===== config.mk =====
export PLATFORM = sky130hd
export DESIGN_NAME = pwm_ramp_ctrl
export DESIGN_NICKNAME = d
export VERILOG_FILES = /design/src/rtl/pwm_ramp_ctrl.sv
export SDC_FILE = /design/constraint.sdc
export NUM_CORES = 1
export LEC_CHECK = 0
export CORE_MARGIN = 5
export CORE_UTILIZATION = 50
export DETAILED_ROUTE_END_ITERATION = 7
export PLACE_DENSITY = 0.76
export SKIP_LAST_GASP = 1
export SLEW_MARGIN = 20
export SYNTH_ARGS = -nofsm -noshare
export SYNTH_HDL_FRONTEND = slang
export SYNTH_SLANG_ARGS = --single-unit

===== constraint.sdc =====
create_clock -name clk -period 5.4 [get_ports clk]
set_clock_uncertainty 0.15 [all_clocks]
set_input_delay 1.08 -clock clk [delete_from_list [all_inputs] [get_ports clk]]
set_output_delay 1.08 -clock clk [all_outputs]
set_load 0.02 [all_outputs]

===== src/rtl/pwm_ramp_ctrl.sv =====
// Channel configuration bus arbiter: forwards host writes one cycle later and
// soft-starts a single channel by stepping its high-level count toward a target.
module pwm_ramp_ctrl #(
  parameter int CNT_W = 28
) (
  input  logic             clk,
  input  logic             rst_n,
  input  logic             host_cfg_vld,
  input  logic [7:0]       host_cfg_channel,
  input  logic             host_cfg_en,
  input  logic [CNT_W-1:0] host_cfg_period,
  input  logic [CNT_W-1:0] host_cfg_hlevel,
  input  logic             ramp_start,
  input  logic             ramp_stop,
  input  logic [7:0]       ramp_channel,
  input  logic [CNT_W-1:0] ramp_period,
  input  logic [CNT_W-1:0] ramp_target,
  input  logic [CNT_W-1:0] ramp_step,
  input  logic [CNT_W-1:0] ramp_interval,
  output logic             pwm_config_vld,
  output logic [7:0]       pwm_config_channel,
  output logic             pwm_en,
  output logic [CNT_W-1:0] pwm_period,
  output logic [CNT_W-1:0] pwm_hlevel,
  output logic             ramp_busy,
  output logic             ramp_done,
  output logic             ramp_abort
);

  typedef enum logic [1:0] {ST_IDLE, ST_WAIT, ST_ISSUE, ST_DONE} state_t;

  state_t           state_q, state_d;
  logic [7:0]       ch_q, ch_d;
  logic [CNT_W-1:0] period_q, period_d;
  logic [CNT_W-1:0] target_q, target_d;
  logic [CNT_W-1:0] step_q, step_d;
  logic [CNT_W-1:0] interval_q, interval_d;
  logic [CNT_W-1:0] cur_q, cur_d;
  logic [CNT_W-1:0] tick_q, tick_d;
  logic             bvld_q, bvld_d;
  logic [7:0]       bch_q, bch_d;
  logic             ben_q, ben_d;
  logic [CNT_W-1:0] bper_q, bper_d;
  logic [CNT_W-1:0] bhl_q, bhl_d;
  logic             abort_q, abort_d;
  logic [CNT_W-1:0] nxt;
  logic             abort_c;

  // The sum is formed one bit wider so a large step cannot wrap below the limit.
  function automatic logic [CNT_W-1:0] sat_step(input logic [CNT_W-1:0] cur,
                                                input logic [CNT_W-1:0] step,
                                                input logic [CNT_W-1:0] lim);
    logic [CNT_W:0] sum;
    sum = {1'b0, cur} + {1'b0, step};
    if (sum >= {1'b0, lim}) return lim;
    return sum[CNT_W-1:0];
  endfunction

  assign nxt     = sat_step(cur_q, step_q, target_q);
  assign abort_c = ramp_stop || (host_cfg_vld && (host_cfg_channel == ch_q));

  always_ff @(posedge clk or negedge rst_n) begin
    if (!rst_n) begin
      state_q    <= ST_IDLE;
      ch_q       <= '0;
      period_q   <= '0;
      target_q   <= '0;
      step_q     <= '0;
      interval_q <= '0;
      cur_q      <= '0;
      tick_q     <= '0;
      bvld_q     <= 1'b0;
      bch_q      <= '0;
      ben_q      <= 1'b0;
      bper_q     <= '0;
      bhl_q      <= '0;
      abort_q    <= 1'b0;
    end else begin
      state_q    <= state_d;
      ch_q       <= ch_d;
      period_q   <= period_d;
      target_q   <= target_d;
      step_q     <= step_d;
      interval_q <= interval_d;
      cur_q      <= cur_d;
      tick_q     <= tick_d;
      bvld_q     <= bvld_d;
      bch_q      <= bch_d;
      ben_q      <= ben_d;
      bper_q     <= bper_d;
      bhl_q      <= bhl_d;
      abort_q    <= abort_d;
    end
  end

  always_comb begin
    state_d    = state_q;
    ch_d       = ch_q;
    period_d   = period_q;
    target_d   = target_q;
    step_d     = step_q;
    interval_d = interval_q;
    cur_d      = cur_q;
    tick_d     = tick_q;
    abort_d    = 1'b0;
    bvld_d     = 1'b0;
    bch_d      = bch_q;
    ben_d      = ben_q;
    bper_d     = bper_q;
    bhl_d      = bhl_q;

    // Host writes own the bus in every state.
    if (host_cfg_vld) begin
      bvld_d = 1'b1;
      bch_d  = host_cfg_channel;
      ben_d  = host_cfg_en;
      bper_d = host_cfg_period;
      bhl_d  = host_cfg_hlevel;
    end

    case (state_q)
      ST_IDLE: begin
        if (ramp_start) begin
          ch_d       = ramp_channel;
          period_d   = ramp_period;
          target_d   = (ramp_target < ramp_period) ? ramp_target : ramp_period;
          step_d     = (ramp_step == '0) ? CNT_W'(1) : ramp_step;
          interval_d = ramp_interval;
          cur_d      = '0;
          tick_d     = '0;
          state_d    = ST_WAIT;
        end
      end
      ST_WAIT: begin
        if (abort_c) begin
          abort_d = 1'b1;
          tick_d  = '0;
          state_d = ST_IDLE;
        end else if (tick_q == interval_q) begin
          tick_d  = '0;
          state_d = ST_ISSUE;
        end else begin
          tick_d = tick_q + CNT_W'(1);
        end
      end
      ST_ISSUE: begin
        if (abort_c) begin
          abort_d = 1'b1;
          state_d = ST_IDLE;
        end else if (!host_cfg_vld) begin
          bvld_d  = 1'b1;
          bch_d   = ch_q;
          ben_d   = 1'b1;
          bper_d  = period_q;
          bhl_d   = nxt;
          cur_d   = nxt;
          state_d = (nxt == target_q) ? ST_DONE : ST_WAIT;
        end
      end
      ST_DONE: state_d = ST_IDLE;
      default: state_d = ST_IDLE;
    endcase
  end

  always_comb begin
    ramp_busy = (state_q == ST_WAIT) || (state_q == ST_ISSUE);
    ramp_done = (state_q == ST_DONE);
  end

  assign pwm_config_vld     = bvld_q;
  assign pwm_config_channel = bch_q;
  assign pwm_en             = ben_q;
  assign pwm_period         = bper_q;
  assign pwm_hlevel         = bhl_q;
  assign ramp_abort         = abort_q;

endmodule


* Yosys cells after proc, flatten, opt, wreduce, memory -nomap -nowiden
Index checks and enable logic that the tools add are counted.
Cells by class: shifts and indexed selects 0, div/mod/pow operators 0, muxes and demuxes 41, order comparisons 2, bitwise logic cells 0, reductions and logical operators 12, eq/ne operators 11, $mul 0, $add $sub $neg 2
Operators by type and width (count):
- $mux 28 | 17
- $pmux 28 s2 | 2
- $eq 28x28->1 | 2
- $mux 8 | 4
- $add 28x28->29 | 1
- $ge 29x28->1 | 1
- $add 28x1->28 const B | 1
- $logic_not 28->1 | 1
- $lt 28x28->1 | 1
- $mux 2 | 6
- $mux 1 | 11
- $eq 8x8->1 | 1
- $pmux 2 s4 | 1
- $ne 2x2->1 const B | 3
- $ne 3x3->1 const B | 2
- $eq 2x2->1 const B | 2
- $reduce_and 2->1 | 2
- $reduce_and 4->1 | 1
- $reduce_bool 2->1 | 2
- $reduce_and 3->1 | 1
- $eq 2x1->1 const B | 1
- $logic_not 2->1 | 1
- $logic_or 1x1->1 | 2
- $reduce_or 2->1 | 1
- $logic_and 1x1->1 | 1
Storage, ports and cells: RAM bits 0, latch bits 0, logic and storage cells 82, memories kept 0, bits in read-only memories 0, output and inout port bits 69, register bits 245, input bits 190

* Logic depth before layout (Yosys ltp)
Gate-level depths: netlist of run 1.
word-level depth 9, depth in mapped cells 20, gate-level depth less buffers 18

* Least setup slack after synthesis of run 1
OpenSTA, ideal clock, no wires.
path type flip-flop to flip-flop, start point reg step_q[0], end point reg bhl_q[18] (netlist: pwm_hlevel[18]), data arrival time 4.323 ns, path buffers 2, cell stages (with the launch flop) 21, library setup time 0.118 ns, period minus slack after synthesis 4.591 ns, data required time 5.132 ns, setup slack 0.809 ns, path through dfrtp_1 ha_1 fa_1 a211oi_2 o211ai_4 a211oi_2 nor3_2 o21bai_1 xnor2_1 ha_1 nand3_1 nor3_1 a2111oi_0 o311ai_0 a41oi_1 o311a_1 buf_6 buf_12 mux2i_1 a211oi_1 a21o_1
Between the ends: cells in the longest elaborated chain, start to end 7
RTL lines:
- start, declared | RTL line 36 | logic [CNT_W-1:0] step_q, step_d;
- start signal, assigned | RTL line 83 | step_q <= step_d;
- $add 28x28->29 (*) | RTL line 54 | sum = {1'b0, cur} + {1'b0, step};
- $ge 29x28->1 | RTL line 55 | if (sum >= {1'b0, lim}) return lim;
- $mux 1 | RTL line 55
- $mux 28 (*) | RTL line 56 | return sum[CNT_W-1:0];
- $mux 28 (*) | RTL line 150 | end else if (!host_cfg_vld) begin
- $mux 28 (*) | RTL line 147 | if (abort_c) begin
- $mux 28 (*) | RTL line 121 | case (state_q)
- net bhl_d[18] | RTL line 44 | logic [CNT_W-1:0] bhl_q, bhl_d;
- end signal, assigned | RTL line 91 | bhl_q <= bhl_d;
- end, declared | RTL line 44
Mark *: on every way through the listed nets, which the timed path passes. The rest lies on a longest branch. A chain may end at the register's enable or synchronous reset.

* Final worst setup path of run 1
start point reg cur_q[14], end point reg bhl_q[2] (netlist: pwm_hlevel[2])
Between the ends: cells in the longest elaborated chain, start to end 7
RTL lines:
- start, declared | RTL line 38 | logic [CNT_W-1:0] cur_q, cur_d;
- start signal, assigned | RTL line 85 | cur_q <= cur_d;
- $add 28x28->29 | RTL line 54
- $ge 29x28->1 | RTL line 55
- $mux 1 | RTL line 55
- $mux 28 | RTL line 56
- $mux 28 | RTL line 150
- $mux 28 | RTL line 147
- $mux 28 | RTL line 121
- net bhl_d[2] | RTL line 44
The timed path passes the listed nets, and every way through them passes these cells.

==> results of run 1 <==
==> final cells by class <==
cell class / count / share of cell area (%)
diodes: 2 / 0.02630
clock inverters: 6 / 0.3221
clock buffers: 43 / 4.352
multi-input cells: 1307 / 44.45
well taps: 390 / 2.564
flip-flops and latches: 245 / 32.21
repair buffers: 280 / 14.65
inverters: 72 / 1.420
==> final timing paths <==
kind,startpoint,end,slack [ps],cells after the start
min in group asynchronous,rst_n,ch_q[0]$_DFFE_PN0P_,450,1
worst max-delay path,cur_q[14]$_DFFE_PN0P_,pwm_hlevel[2]$_DFF_PN0_,290,18
worst max register to register,cur_q[14]$_DFFE_PN0P_,pwm_hlevel[2]$_DFF_PN0_,290,18
worst min register to register,period_q[1]$_DFFE_PN0P_,period_q[1]$_DFFE_PN0P_,330,2
worst min-delay path,period_q[1]$_DFFE_PN0P_,period_q[1]$_DFFE_PN0P_,330,2
max in group asynchronous,rst_n,period_q[20]$_DFFE_PN0P_,3490,2
==> cells by family (layout without fill, tap and decap cells) <==
logic type               after synthesis  after routing  synth area share (%)
XOR/XNOR                             105            105                 6.790
AO/OA/AOI/OAI                        398            398                 17.62
AND/OR/NAND/NOR                      641            641                 18.37
buffers and inverters                166            401                 4.472
flip-flops                           245            245                 40.43
multiplexers                          74             74                 4.934
adder cells (fa/ha/maj)               89             89                 7.393
other                                  0              2                     0
==> routing by layer <==
| metal | GRT usage, % | wire length, um | vias to the layer above |
|---|---|---|---|
| li1 | - | - | 6426 |
| met1 | 36.40 | 20080 | 6498 |
| met2 | 42.89 | 21040 | 484 |
| met3 | 5.289 | 3481 | 103 |
| met4 | 9.849 | 1891 | 0 |
| met5 | 0 | 0 | - |
==> cell usage in the layout (no fill, tap or decap), types with 20 or more instances in the layout <==
master	netlist	final
a211oi_1	36	36
clkbuf_16	0	29
clkdlybuf4s50_1	0	256
o21ai_0	104	104
buf_4	2	20
mux2i_1	68	67
nand2_1	352	351
dfrtp_1	245	245
a21o_1	81	81
inv_1	72	72
ha_1	88	85
nor2_1	126	126
xnor2_1	61	61
nand4_1	26	26
nand3_1	46	46
a31oi_1	33	31
nor4_1	20	20
xor2_1	36	36
a21oi_1	41	41
==> worst max-delay path, delay by kind of cell (launching register included) <==
kind                       cells  cell delay, ps
AOI/OAI and AO/OA              9            2220
adders and majority gates      2             760
buffers and inverters          1             170
DFF                            1             430
muxes                          2             510
and+or+nand+nor                4             720
==> stage by stage <==
stage | util [%] | setup WS (ps) | cell area, um^2 | power (uW)
after global placement | 60.65 | 283.6 | 18070 | 9298
after CTS | 63.63 | 111.6 | 18960 | 11330
final | 63.87 | 286.3 | 19030 | 11440
after detailed placement | 60.65 | 126.9 | 18070 | 9406
after global routing | 63.87 | 23.11 | 19030 | 12240
after floorplan | - | 809.4 | 15160 | 7427
==> registers in the layout, summed over array words and instances, names as in the netlist <==
| signal | cells |
|---|---|
| cur_q | 28 |
| interval_q | 28 |
| period_q | 28 |
| pwm_hlevel | 28 |
| pwm_period | 28 |
| step_q | 28 |
| target_q | 28 |
| tick_q | 28 |
| ch_q | 8 |
| pwm_config_channel | 8 |
| state_q | 2 |
| pwm_config_vld | 1 |
| pwm_en | 1 |
| ramp_abort | 1 |
==> power breakdown <==
| group | internal, uW | switching [uW] | total (uW) |
|---|---|---|---|
| registers | 2480 | 613 | 3090 |
| clock network | 1090 | 779 | 1870 |
| logic | 2740 | 3740 | 6480 |
==> what timing repair did <==
action / in CTS / in global routing
gates resized for setup: 0 / 12
endpoints found under the setup margin: 0 / 56
buffers inserted: 0 / 2
==> results.json, run 1 <==
{
  "peakVddDrop_mv": 0.4954,
  "numPortBuffers": 258,
  "vias": 13510,
  "syn_area_mm2": 0.01516,
  "p_per_area_mw_per_mm2": 601.2,
  "die_area_mm2": 0.03391,
  "startpoint_type": "register",
  "multi_input_area_mm2": 0.008461,
  "die_y_um": 184.2,
  "yosysTopAreaCellShare_pct": 40.43,
  "placed_cells": 2292,
  "routed_wl_um": 46490,
  "setup_violations": 0,
  "period_share_pct": 94.70,
  "wl_per_cell_um": 19.83,
  "num_rows": 63,
  "numCtsBuffers": 28,
  "grt_pass1_vias": 13620,
  "final_hold_viol_count": 0,
  "vias_per_cell": 5.762,
  "first_pass_iters": 5,
  "drtIter0Drc": 976,
  "critPathSlowestCell": "o311ai_1",
  "finalCriticalPeriod_ps": 5114,
  "overflow": 0,
  "worstSetupPathType": "reg2reg",
  "die_w_um": 184.2,
  "slew_headroom_pct": 34.87,
  "status": "finished, final reports clean",
  "ys_seq_area_share_pct": 40.43,
  "worstPathMaxFanout": 14,
  "synth_nets": 1997,
  "crit_path_max_incr_delay_ps": 460,
  "start_util_pct": 50.89,
  "drive_above_1_share_pct": 5.428,
  "clock-root-buffer": "clkbuf_16",
  "yosys-top-cells-area": "dfrtp_1, nand2_1, ha_1",
  "required_ps": 5690,
  "worstPathCellList": "ha_1 > and4_1 > and3_1 > o31a_1 > o311ai_2 > o21a_1 > o311ai_1 > ha_1 > nand3_1 > nor3_1 > a2111oi_2 > o311ai_1 > a41oi_1 > o311a_4 > buf_12 > mux2i_1 > o21ai_1 > mux2_2",
  "synthTopCellsByCount": "nand2_1, dfrtp_1, nor2_1, o21ai_0, ha_1",
  "holdCritPathClass": "reg2reg",
  "avgSynthCellArea_um2": 8.827,
  "cts_tree": "yes",
  "timing.fmax_ghz": 0.1956,
  "grt_max_degree": 116,
  "ios": 259,
  "grt_pass1_wl_um": 73550,
  "grt_use_total_pct": 26.81,
  "synth_cells": 1718,
  "yosys.area.top_type": "dfrtp_1",
  "clockBufferDepth": 3,
  "core_area_mm2": 0.02980,
  "synthFlopType": "dfrtp_1",
  "leakage_uw": 0.009017,
  "drc_errors": 0,
  "critPathArrivalTime_ps": 5400,
  "max_cap_viol_count": 0,
  "fin_setup_tns_ps": 0,
  "layoutNonFillerInstCount": 2345,
  "whs_ps": 331.2,
  "cts_hold_buf": 0,
  "area_growth_pct": 25.50,
  "globalplace.congestion": 0.9620,
  "ys_ff_latch": 245,
  "worstMarginPinSlew_ps": 977.0,
  "h-tree-depth": 1,
  "final-seq-area_mm2": 0.006131,
  "grt_setup_unrepaired": "no",
  "clkTransAtPathRegs_ps": 60,
  "n_fill_cell": 2505,
  "antenna_found_initial": 2,
  "yosysUniqueCellTypes": 76,
  "clock-sinks": 245,
  "synthArstFlopShare_pct": 100.0,
  "final_antenna_net_count": 0,
  "synth-edff-count": 0,
  "clock_latency_ps": 560,
  "yosysMostFrequentCell": "nand2_1",
  "hpwlAfterDp_um": 35240,
  "end_kind": "register",
  "ys.warnings.count": 0,
  "nets": 2213,
  "finalMaxSlewViolations": 0
}
(Power assumes the default switching activity.)
==> run 2: changes to the inputs <==
Settings changed: ABC_CLOCK_PERIOD_IN_PS set to 5400, PLACE_DENSITY 0.76 to 0.78.
==> results.json, run 2 (synthesized netlist as in run 1, its figures left out) <==
{
  "clkTransAtPathRegs_ps": 60,
  "startpoint_type": "register",
  "vias_per_cell": 5.783,
  "finalCriticalPeriod_ps": 5158,
  "area_growth_pct": 26.23,
  "nets": 2230,
  "holdCritPathClass": "reg2reg",
  "final_antenna_net_count": 0,
  "grtUsageMet3_pct": 5.644,
  "final_cell_mix": "nand2_1, clkdlybuf4s50_1, dfrtp_1",
  "cts_tree": "yes",
  "numPortBuffers": 258,
  "peakVddDrop_mv": 0.3738,
  "ios": 259,
  "power.share.switching_pct": 44.59,
  "n_antenna_cell": 0,
  "layout_setup_ws_ps": 241.5,
  "finalMaxSlewViolations": 0,
  "wl_per_cell_um": 19.62,
  "place_ws_ps": 54.89,
  "required_ps": 5680,
  "cts_hold_buf": 0,
  "end_kind": "register",
  "grt_pass1_wl_um": 72820,
  "worstMarginPinSlew_ps": 1078,
  "antenna_found_initial": 1,
  "slew_headroom_pct": 27.50,
  "drtIter0Drc": 903,
  "clock_latency_ps": 540,
  "vias": 13650,
  "final_hold_viol_count": 0,
  "p_clk_share_pct": 15.6,
  "numCtsBuffers": 27,
  "first_pass_iters": 5,
  "status": "finished, final reports clean",
  "setup_violations": 0,
  "globalplace.congestion": 0.9675,
  "num_rows": 63,
  "p_comb_share_pct": 57.7,
  "max_cap_viol_count": 0,
  "leakage_uw": 0.009099,
  "die_w_um": 184.2,
  "h-tree-depth": 1,
  "seqPwrFrac_pct": 26.7,
  "clock-sinks": 245,
  "grt_use_total_pct": 26.59,
  "start_util_pct": 50.89,
  "die_y_um": 184.2,
  "switchingPower_uw": 5175,
  "p_per_area_mw_per_mm2": 606.3,
  "cellInternalPower_uw": 6430,
  "critPathArrivalTime_ps": 5440,
  "routed_wl_um": 46330,
  "die_area_mm2": 0.03391,
  "hpwlAfterDp_um": 35180,
  "finalPower_uw": 11610,
  "grtUsageMet2_pct": 42.98,
  "clock-root-buffer": "clkbuf_16",
  "drc_errors": 0,
  "grt_pass1_vias": 13650,
  "grt_max_degree": 124,
  "drive_above_1_share_pct": 6.494,
  "use_met1_pct": 35.70,
  "period_share_pct": 95.53,
  "timing.fmax_ghz": 0.1939,
  "worstSetupPathType": "reg2reg",
  "grt.busiest_layer": "met2",
  "worstPathMaxFanout": 8,
  "final_common_cell": "nand2_1",
  "clockBufferDepth": 3,
  "overflow": 0,
  "core_area_mm2": 0.02980
}
-- run 2: critical path, cell delays in order (launching register included) --
cell and delay, ps:
dfrtp_1 400, ha_1 400, a21oi_1 280, o221ai_1 200
and2_1 240, o311ai_1 300, buf_4 190, o21a_1 230
o311ai_2 160, ha_1 320, nand3_1 90, nor3_1 100
a2111oi_0 410, o311ai_1 190, a41oi_2 240, buf_4 160
o311a_2 260, buf_4 140, mux2i_1 270, a211oi_1 130
a21o_1 200
-- run 2: layer usage --
layer,wire length [um],part of all wire [%]
met3,3545,7.7
met4,1899,4.1
met2,21480,46
met1,19410,42
met5,0,0
-- run 2: layout make-up --
class                      count  area, um^2
timing repair buffer         297        2903
inverter                      72       270.3
fill                        2491       10650
tap                          390       488.0
clock buffer                  41       798.3
sequential                   245        6131
multi-input combinational   1308        8483
clock inverter                 8       68.82
-- run 2: path summary, 6_finish.rpt --
path	start	to	slack, ps	cells after the start
setup reg to reg	cur_q[6]$_DFFE_PN0P_	pwm_hlevel[3]$_DFF_PN0_	240	20
setup / recovery	cur_q[6]$_DFFE_PN0P_	pwm_hlevel[3]$_DFF_PN0_	240	20
hold / removal	period_q[18]$_DFFE_PN0P_	period_q[18]$_DFFE_PN0P_	330	2
min in group asynchronous	rst_n	pwm_period[9]$_DFF_PN0_	480	1
max in group asynchronous	rst_n	step_q[15]$_DFFE_PN0P_	3490	2
hold reg to reg	period_q[18]$_DFFE_PN0P_	period_q[18]$_DFFE_PN0P_	330	2
-- run 2: per-stage QoR --
step | instances | setup TNS, ps | utilization (%) | instance area, um^2 | hold WS (ps)
floorplan | 1718 | 0 | - | 15160 | 295.8
global placement | 2304 | 0 | 60.91 | 18150 | 312.8
detailed placement | 2304 | 0 | 60.91 | 18150 | 320.0
CTS | 2353 | 0 | 63.82 | 19010 | 333.3
global route | 2361 | -159.0 | 64.24 | 19140 | 352.1
finish | 2361 | 0 | 64.24 | 19140 | 330.1
-- run 2: timing repair --
action,CTS,global route
resized for setup,0,14
setup buffers,0,7
endpoints found under the setup margin,0,55
-- run 2: power by group through the flow --
stage	logic [uW]	registers, uW	clock network (uW)
after floorplan	4450	2970	0
after global placement	6250	3090	0
after detailed placement	6320	3100	0
after CTS	6360	3080	1850
after global routing	7300	3160	1920
final	6700	3090	1810
==> run 3: changes to the inputs <==
Settings changed: MAX_ROUTING_LAYER set to met4.
==> results.json, run 3 (synthesized netlist as in run 1, its figures left out) <==
{
  "layoutNonFillerInstCount": 2372,
  "clock-root-buffer": "clkbuf_16",
  "numPortBuffers": 258,
  "start_util_pct": 50.89,
  "vias_per_cell": 5.721,
  "cts_hold_buf": 0,
  "finalCriticalPeriod_ps": 5161,
  "p_clk_share_pct": 16.8,
  "cts_tree": "yes",
  "final_antenna_net_count": 0,
  "final_hold_viol_count": 0,
  "whs_ps": 336.4,
  "clockBufferDepth": 3,
  "drtIter0Drc": 873,
  "multi_input_area_mm2": 0.008469,
  "finalMaxSlewViolations": 0,
  "p_per_area_mw_per_mm2": 619.6,
  "max_cap_viol_count": 0,
  "required_ps": 5690,
  "numCtsBuffers": 28,
  "h-tree-depth": 1,
  "hpwlAfterDp_um": 35750,
  "period_share_pct": 95.57,
  "core_area_mm2": 0.02980,
  "worstPathMaxFanout": 8,
  "clock-sinks": 245,
  "cellInternalPower_uw": 6710,
  "fin_util_pct": 64.77,
  "worstSetupPathType": "reg2reg",
  "fin_area_mm2": 0.01930,
  "p_comb_share_pct": 57.2,
  "critPathArrivalTime_ps": 5450,
  "final_cell_mix": "nand2_1, clkdlybuf4s50_1, dfrtp_1",
  "clock_latency_ps": 550,
  "die_y_um": 184.2,
  "overflow": 0,
  "placed_cells": 2311,
  "grt_pass1_wl_um": 73480,
  "num_rows": 63,
  "seqPwrFrac_pct": 26.0,
  "setup_violations": 0,
  "die_w_um": 184.2,
  "status": "finished, final reports clean",
  "drive_above_1_share_pct": 7.067,
  "clkTransAtPathRegs_ps": 60,
  "first_pass_iters": 5,
  "grt_use_total_pct": 27.72,
  "slew_headroom_pct": 31.08,
  "startpoint_type": "register",
  "finalPower_uw": 11960,
  "grt_max_degree": 114,
  "vias": 13570,
  "final_common_cell": "nand2_1",
  "drc_errors": 0,
  "antenna_found_initial": 2,
  "wl_per_cell_um": 19.80,
  "area_growth_pct": 27.26,
  "routed_wl_um": 46970,
  "ios": 259,
  "end_kind": "register",
  "peakVddDrop_mv": 0.3103,
  "holdCritPathClass": "reg2reg",
  "nets": 2240,
  "final-seq-area_mm2": 0.006131,
  "power.share.switching_pct": 43.89,
  "grt_pass1_vias": 13630,
  "die_area_mm2": 0.03391,
  "timing.fmax_ghz": 0.1938,
  "leakage_uw": 0.009176,
  "worstMarginPinSlew_ps": 1024,
  "place_area_mm2": 0.01817,
  "n_fill_cell": 2531,
  "switchingPower_uw": 5248,
  "globalplace.congestion": 0.9816
}
run 3: final cells by class:
class,count,area share [%]
Clock inverter,10,0.7975
Sequential cell,245,31.77
Tap cell,390,2.529
Multi-Input combinational cell,1307,43.89
Inverter,72,1.400
Timing Repair Buffer,307,15.37
Clock buffer,40,4.234
Antenna cell,1,0.01297
run 3: path summary, 6_finish.rpt:
kind / end / depth (start not counted) / startpoint / slack, ps
max in group asynchronous: pwm_hlevel[17]$_DFF_PN0_ / 2 / rst_n / 3500
min reg2reg: cur_q[16]$_DFFE_PN0P_ / 2 / cur_q[16]$_DFFE_PN0P_ / 340
max: pwm_hlevel[6]$_DFF_PN0_ / 20 / step_q[1]$_DFFE_PN0P_ / 240
min in group asynchronous: pwm_period[10]$_DFF_PN0_ / 1 / rst_n / 400
max reg2reg: pwm_hlevel[6]$_DFF_PN0_ / 20 / step_q[1]$_DFFE_PN0P_ / 240
min: cur_q[16]$_DFFE_PN0P_ / 2 / cur_q[16]$_DFFE_PN0P_ / 340
run 3: repair_timing:
action | in CTS | in global routing
gates resized for setup | 0 | 15
hold endpoints to repair | 0 | 0
setup buffers | 0 | 10
setup endpoints to repair | 0 | 48
run 3: routing by layer:
metal,vias up,GRT usage (%),routed length (um)
li1,6483,-,-
met1,6552,37.33,20680
met2,460,44.72,22280
met3,76,4.026,2863
met4,0,6.625,1145
met5,-,-,0
run 3: metrics by stage:
stage,TNS (ps),worst slack [ps]
2_1_floorplan,0,809.4
6_report,0,239.3
3_5_place_dp,0,18.86
3_3_place_gp,0,127.7
4_1_cts,0,6.108
5_1_grt,-59.47,-13.47
run 3: worst max-delay path: stages, from the launching register on:
cell and delay [ps]:
dfrtp_1 430, ha_1 340, a21o_1 200, and4_1 250, o31a_1 300, o311ai_1 310
buf_4 190, o21a_1 210, o311ai_1 160, ha_1 320, nand3_1 100, nor3_1 90
a2111oi_0 410, o311ai_1 190, a41oi_1 240, o311a_4 250, buf_12 120, buf_4 220
mux2i_1 280, a211oi_1 110, a21o_1 180
run 3: power by group through the flow:
stage | Sequential, uW | Combinational, uW | Clock, uW
2_1_floorplan | 2970 | 4450 | 0
3_3_place_gp | 3090 | 6300 | 0
3_5_place_dp | 3110 | 6360 | 0
4_1_cts | 3080 | 6400 | 2040
5_1_grt | 3170 | 7460 | 2110
6_report | 3110 | 6850 | 2010
